<file path="src/rtl/btn_event_gen.sv">
// Per-button press-event classifier: turns debounced levels into press/click/long/repeat/release pulses.
// One independent FSM plus tick counter per button; all outputs registered.

module btn_event_fsm #(
    parameter int LONG_TICKS   = 8,
    parameter int REPEAT_TICKS = 2
) (
    input  logic clk,
    input  logic reset,
    input  logic tick_en,
    input  logic btn,
    output logic press,
    output logic click,
    output logic long_p,
    output logic rpt,
    output logic rel,
    output logic held
);
    localparam int MAXT = (LONG_TICKS > REPEAT_TICKS) ? LONG_TICKS : REPEAT_TICKS;
    localparam int CW   = $clog2(MAXT + 1);

    typedef enum logic [1:0] {S_LOCK, S_IDLE, S_SHORT, S_LONG} state_t;

    state_t          state, state_n;
    logic [CW-1:0]   cnt, cnt_n;
    logic            press_n, click_n, long_n, rpt_n, rel_n, held_n;

    always_ff @(posedge clk or posedge reset) begin
        if (reset) begin
            state  <= S_LOCK;
            cnt    <= '0;
            press  <= 1'b0;
            click  <= 1'b0;
            long_p <= 1'b0;
            rpt    <= 1'b0;
            rel    <= 1'b0;
            held   <= 1'b0;
        end else begin
            state  <= state_n;
            cnt    <= cnt_n;
            press  <= press_n;
            click  <= click_n;
            long_p <= long_n;
            rpt    <= rpt_n;
            rel    <= rel_n;
            held   <= held_n;
        end
    end

    always_comb begin
        state_n = state;
        cnt_n   = cnt;
        press_n = 1'b0;
        click_n = 1'b0;
        long_n  = 1'b0;
        rpt_n   = 1'b0;
        rel_n   = 1'b0;
        case (state)
            // A button held through reset must be seen released before it can fire.
            S_LOCK: if (!btn) state_n = S_IDLE;
            S_IDLE: if (btn) begin
                state_n = S_SHORT;
                cnt_n   = '0;
                press_n = 1'b1;
            end
            S_SHORT: begin
                if (!btn) begin
                    state_n = S_IDLE;
                    cnt_n   = '0;
                    click_n = 1'b1;
                    rel_n   = 1'b1;
                end else if (tick_en) begin
                    if (cnt == CW'(LONG_TICKS - 1)) begin
                        state_n = S_LONG;
                        cnt_n   = '0;
                        long_n  = 1'b1;
                    end else begin
                        cnt_n = cnt + CW'(1);
                    end
                end
            end
            S_LONG: begin
                if (!btn) begin
                    state_n = S_IDLE;
                    cnt_n   = '0;
                    rel_n   = 1'b1;
                end else if (tick_en) begin
                    if (cnt == CW'(REPEAT_TICKS - 1)) begin
                        cnt_n = '0;
                        rpt_n = 1'b1;
                    end else begin
                        cnt_n = cnt + CW'(1);
                    end
                end
            end
            default: state_n = S_LOCK;
        endcase
        held_n = (state_n == S_SHORT) || (state_n == S_LONG);
    end
endmodule

module btn_event_gen #(
    parameter int N_BTN        = 5,
    parameter int LONG_TICKS   = 8,
    parameter int REPEAT_TICKS = 2
) (
    input  logic             clk,
    input  logic             reset,
    input  logic             tick_en,
    input  logic [N_BTN-1:0] btn_db,
    output logic [N_BTN-1:0] press_pulse,
    output logic [N_BTN-1:0] click_pulse,
    output logic [N_BTN-1:0] long_pulse,
    output logic [N_BTN-1:0] repeat_pulse,
    output logic [N_BTN-1:0] release_pulse,
    output logic [N_BTN-1:0] held
);
    for (genvar i = 0; i < N_BTN; i++) begin : g_btn
        btn_event_fsm #(
            .LONG_TICKS  (LONG_TICKS),
            .REPEAT_TICKS(REPEAT_TICKS)
        ) u_fsm (
            .clk    (clk),
            .reset  (reset),
            .tick_en(tick_en),
            .btn    (btn_db[i]),
            .press  (press_pulse[i]),
            .click  (click_pulse[i]),
            .long_p (long_pulse[i]),
            .rpt    (repeat_pulse[i]),
            .rel    (release_pulse[i]),
            .held   (held[i])
        );
    end
endmodule

</file>
<file path="config.mk">
export PLATFORM = sky130hd
export DESIGN_NAME = btn_event_gen
export DESIGN_NICKNAME = d
export VERILOG_FILES = /design/src/rtl/btn_event_gen.sv
export SDC_FILE = /design/constraint.sdc
export NUM_CORES = 1
export LEC_CHECK = 0
export ABC_AREA = 1
export ABC_CLOCK_PERIOD_IN_PS = 3200
export CAP_MARGIN = 25
export CORE_MARGIN = 3
export CORE_UTILIZATION = 61
export CTS_CLUSTER_SIZE = 8
export DETAILED_ROUTE_END_ITERATION = 6
export HOLD_SLACK_MARGIN = 0.1
export PLACE_DENSITY = 0.85
export SETUP_SLACK_MARGIN = 0.4
export SLEW_MARGIN = 20
export SYNTH_ARGS = -nofsm -noshare
export SYNTH_HDL_FRONTEND = slang
export SYNTH_SLANG_ARGS = --single-unit
</file>
<file path="constraint.sdc">
create_clock -name clk -period 3.2 [get_ports clk]
set_input_delay 0.64 -clock clk [delete_from_list [all_inputs] [get_ports clk]]
set_output_delay 0.64 -clock clk [all_outputs]
set_load 0.02 [all_outputs]
</file>
# Word level (Yosys, flattened, before mapping)
# Index checks and enable logic that the tools add are counted.
[op_classes] addsub=5 eq_ne=50 n_mux=135 n_reduce_logical=30
[ops] op="4-bit two-way mux" n=35
[ops] op="1-bit two-way mux" n=65
[ops] op="4-bit case mux with 3 select lines" n=5
[ops] op="2-bit two-way mux" n=25
[ops] op="2-bit equality test (second input constant)" n=20
[ops] op="3-bit inequality test (second input constant)" n=10
[ops] op="2-bit case mux with 3 select lines" n=5
[ops] op="4-bit by 1-bit adder with 4-bit output (second input constant)" n=5
[ops] op="4-bit by 1-bit equality test with 1-bit output (second input constant)" n=5
[ops] op="4-bit by 3-bit equality test with 1-bit output (second input constant)" n=5
[ops] op="4-bit AND reduction" n=5
[ops] op="2-bit OR reduction" n=10
[ops] op="3-bit nonzero test" n=5
[ops] op="2-bit by 1-bit equality test with 1-bit output (second input constant)" n=5
[ops] op="2-bit zero test" n=5
[ops] op="2-bit inequality test (second input constant)" n=5
[ops] op="1-bit logical OR" n=5
[word_totals] ff_bits=60 in_bits=8 out_inout_bits=30

# Depth between registers and ports, before layout
[depth] ltp_word=7 ltp_mapped=11 mapped_depth_nobuf=11

# By module
# From an unflattened synthesis, not the netlist that was laid out.
[unflattened] hier_cells=391 hier_area_um2=3230.6
[modules_own_cells] mod="btn_event_fsm at g_btn[1].u_fsm ..." instances=4 cells_per_inst=78 area_per_inst_um2=645.6
[modules_own_cells] mod="btn_event_fsm at g_btn[0].u_fsm" instances=1 cells_per_inst=79 area_per_inst_um2=648.1

# Worst setup path before layout
# No wires, ideal clock.
[synth_timing] kind="input port to flip-flop" startpoint="input port btn_db[4]" endpoint="register g_btn[4].u_fsm.cnt[2]" setup_ns=0.113 arrival_time_ns=1.256 required_ns=3.087 path_slack_ns=1.831 cell_stages=8 path_buffers=1 path_cell_list="buf_4 > inv_4 > a21oi_4 > nand2_1 > inv_1 > nand2_1 > nand2_1 > inv_1"
[synth_via] elab_chain_len=2 elab_cells_between_ends=7 classes_between="eq/ne (3); mux (3); reduce/logical (1)"
[synth_rtl] item="start, declared" line_no="110" source="input logic [N_BTN-1:0] btn_db,"
[synth_rtl] item="3-bit inequality test (no line) (tied with other cells)"
[synth_rtl] item="4-bit AND reduction (no line) or 4-bit case mux with 3 select lines (tied branches)"
[synth_rtl] item="end signal, assigned" line_no="40" source="cnt <= cnt_n;"
[synth_rtl] item="end, declared" line_no="25" source="logic [CW-1:0] cnt, cnt_n;"
# Several ways; a longest one is shown, not always the timed one.
# A chain may end at the register's enable or synchronous reset.

# Worst setup path in the final report
[layout_timing] startpoint="register g_btn[4].u_fsm.held" endpoint="output port held[4]"
[layout_lines] item="start, declared" line_no="17" source="output logic held"
[layout_lines] item="start signal, assigned" line_no="46" source="held <= held_n;"
[layout_lines] item="end, declared" line_no="116" source="output logic [N_BTN-1:0] held"
# No word-level cell between the ends.

==> flow_summary.ini <==
[cells_and_area]
final_nets = 508
final_common_cell = nand2_1
drive_gt1_share_pct = 8.72
final_util_pct = 71.6
fin_cells = 542
fin_area_mm2 = 0.00404
synthToLayoutAreaGrowth_pct = 10.3
final_cell_mix = 113 x nand2_1, 65 x inv_1, 59 x dfrtp_1
diodes = 0
nFillCells = 404

[placed_design]
dp.final_hpwl_um = 5070
dp.cells = 526
portBuffers = 37
preCtsSetupSlack_ns = 1.07
place_congestion = 0.911
placed_area_mm2 = 0.00386

[grt]
grt_max_degree = 25
globalRouteOverflowTotal = 0
antenna_found_initial = 0
grt_pass1_wl_um = 12600
grtUsageTotal_pct = 22.0
grt_pass1_vias = 2847

[synthesis]
synth_nets = 493
ys_seq_area_share_pct = 40.3
syn-cell-area_mm2 = 0.00366
synth-seq-cells = 59
synth_cell_type_count = 27
yosysWarningCount = 0
netlist_instances = 450
avgSynthCellArea_um2 = 8.14

[power_and_ir_drop]
p_leak_nw = 2.16
power_density_mw_per_mm2 = 755
finalPower_mw = 3.05
ir_drop_uv = 398

[clocking]
clkTransAtPathRegs_ns = 0.07
cts_tree = yes
cts-resized-gates = 0
htreeDepth = 3
numCtsBuffers = 9
cts_setup_buffers = 0
hold_buffers = 0
cts_root_buf = clkbuf_8
clock_path_buffers = 2
clk_latency_ns = 0.34
cts_sinks = 59

[die]
dieWidth_um = 83.5
core_mm2 = 0.00564
num_io_pins = 38
die_y_um = 83.5
dieArea_mm2 = 0.00697
row_count = 27
start_util_pct = 64.9

[route]
wl_met2_um = 3330
top_layer = met4
avgViaCountPerCell = 5.31
routedWlPerCell_um = 13.0
route.met3.wl_um = 338
drc = 0
finalWirelength_um = 7030
dr_total_vias = 2877
wl_met1_um = 3170
drt_pass1_iterations = 5
final_antenna_net_count = 0
dr.first_iter.drc_count = 157

[timing]
fin_crit_sh_pct = 63.3
worst_slack_ns = 1.17
slew_viol_final = 0
setup_viol = 0
worst_pin_slew_ns = 0.469
post-route-min-period_ns = 2.03
timing.fmax_mhz = 494
rsz0062_at_grt = false
worst_slew_margin_rel_pct = 68.6
finalHoldViolations = 0
hold_slack_ns = 0.537
tns_ns = 0
skew_ns = 0.00756

[setup_path]
cp-start-kind = register
cp.required_ns = 2.56
crit_buf_inv = 1
rr_worst_depth = 8
worst_path_largest_cell_delay_ns = 0.63
critPathKind = register to primary output
crit_family = buffers and inverters
endpoint_kind = primary output
slowest_stage = clkdlybuf4s50_1
cp_data_arrival_time_ns = 1.39
crit_chain = clkdlybuf4s50_1
cp.depth = 1
critPathMaxFanout = 4

[flow_run]
cap_violations = 0

[status]
outcome = complete, no violations

[hold_path]
hold_class = register to register
worstHoldPathCells = 2
==> path summary, 6_finish.rpt <==
check | from | end | slack, ns
worst max-delay path | g_btn[4].u_fsm.held$_DFF_PP0_ | held[4] | 1.17
worst min register to register | g_btn[3].u_fsm.cnt[1]$_DFFE_PP0P_ | g_btn[3].u_fsm.cnt[1]$_DFFE_PP0P_ | 0.54
max in group asynchronous | reset | g_btn[4].u_fsm.cnt[1]$_DFFE_PP0P_ | 1.98
min in group asynchronous | reset | g_btn[3].u_fsm.held$_DFF_PP0_ | 0.59
worst min-delay path | g_btn[3].u_fsm.cnt[1]$_DFFE_PP0P_ | g_btn[3].u_fsm.cnt[1]$_DFFE_PP0P_ | 0.54
worst max register to register | g_btn[0].u_fsm.state[0]$_DFF_PP0_ | g_btn[0].u_fsm.state[0]$_DFF_PP0_ | 1.65
==> state kept, by name, indices dropped and copies added, names as in the netlist <==
name                flops
g_btn.u_fsm.state       9
g_btn.u_fsm.press       5
g_btn.u_fsm.cnt        20
g_btn.u_fsm.rpt         5
g_btn.u_fsm.long_p      5
g_btn.u_fsm.rel         5
g_btn.u_fsm.held        5
g_btn.u_fsm.click       5
==> logic make-up (layout without fill, tap and decap cells) <==
group                    after synthesis  after routing  synth area share (%)
flip-flops                            59             59                  40.3
AO/OA/AOI/OAI                         51             51                  8.58
adder cells (fa/ha/maj)               35             35                  12.0
AND/OR/NAND/NOR                      194            194                  23.1
buffers and inverters                111            131                  16.0
==> where the power goes <==
group	switching, mW	total, mW	internal (mW)
sequential	0.136	1.04	0.904
clock	0.296	0.617	0.320
combinational	0.859	1.39	0.535
==> metal layers <==
layer  up-vias  global-route usage, %
met5         -                      0
met4         0                   11.0
met3        19                   4.05
met2        81                   36.3
met1      1355                   27.8
li1       1422                      -
==> synthesized netlist by cell type <==
| master | number | area share (%) |
|---|---|---|
| ha_1 | 35 | 12 |
| nand2_1 | 113 | 12 |
| nand3b_1 | 6 | 1.2 |
| buf_4 | 32 | 6.6 |
| o21ai_0 | 13 | 1.8 |
| nand3_1 | 19 | 2.6 |
| nand3_2 | 1 | 0.27 |
| inv_6 | 2 | 0.48 |
| o31ai_1 | 4 | 0.82 |
| inv_1 | 66 | 6.8 |
| nor2_1 | 29 | 3.0 |
| nand2_4 | 1 | 0.31 |
| a22oi_1 | 1 | 0.21 |
| a21oi_4 | 3 | 1.3 |
| nor3_1 | 4 | 0.55 |
| a21oi_1 | 21 | 2.9 |
| dfrtp_1 | 59 | 40 |
| nand2_2 | 5 | 0.85 |
| inv_2 | 3 | 0.31 |
| buf_6 | 4 | 1.2 |
| a21oi_2 | 2 | 0.48 |
| a31oi_1 | 4 | 0.68 |
| inv_4 | 4 | 0.68 |
| nor4_1 | 5 | 0.85 |
| o21ai_1 | 3 | 0.41 |
| nor2_2 | 1 | 0.17 |
| nand4_1 | 10 | 1.7 |
==> worst register-to-register path: stages, from the launching register on <==
cell and delay, ns:
dfrtp_1 0.41, inv_1 0.10, ha_1 0.26, inv_1 0.16, nand2_1 0.09, o21ai_0 0.10, o21ai_0 0.15, nand2_1 0.08
o31ai_1 0.06
==> cell type report <==
cell class	count	area, um^2	area share [%]
well taps	72	90.1	2.23
inverters	75	302	7.47
flip-flops and latches	59	1480	36.6
repair buffers	40	393	9.73
multi-input cells	280	1600	39.6
clock inverters	4	25.0	0.620
clock buffers	12	155	3.84
Note: power is estimated with default switching activity, not from simulation.
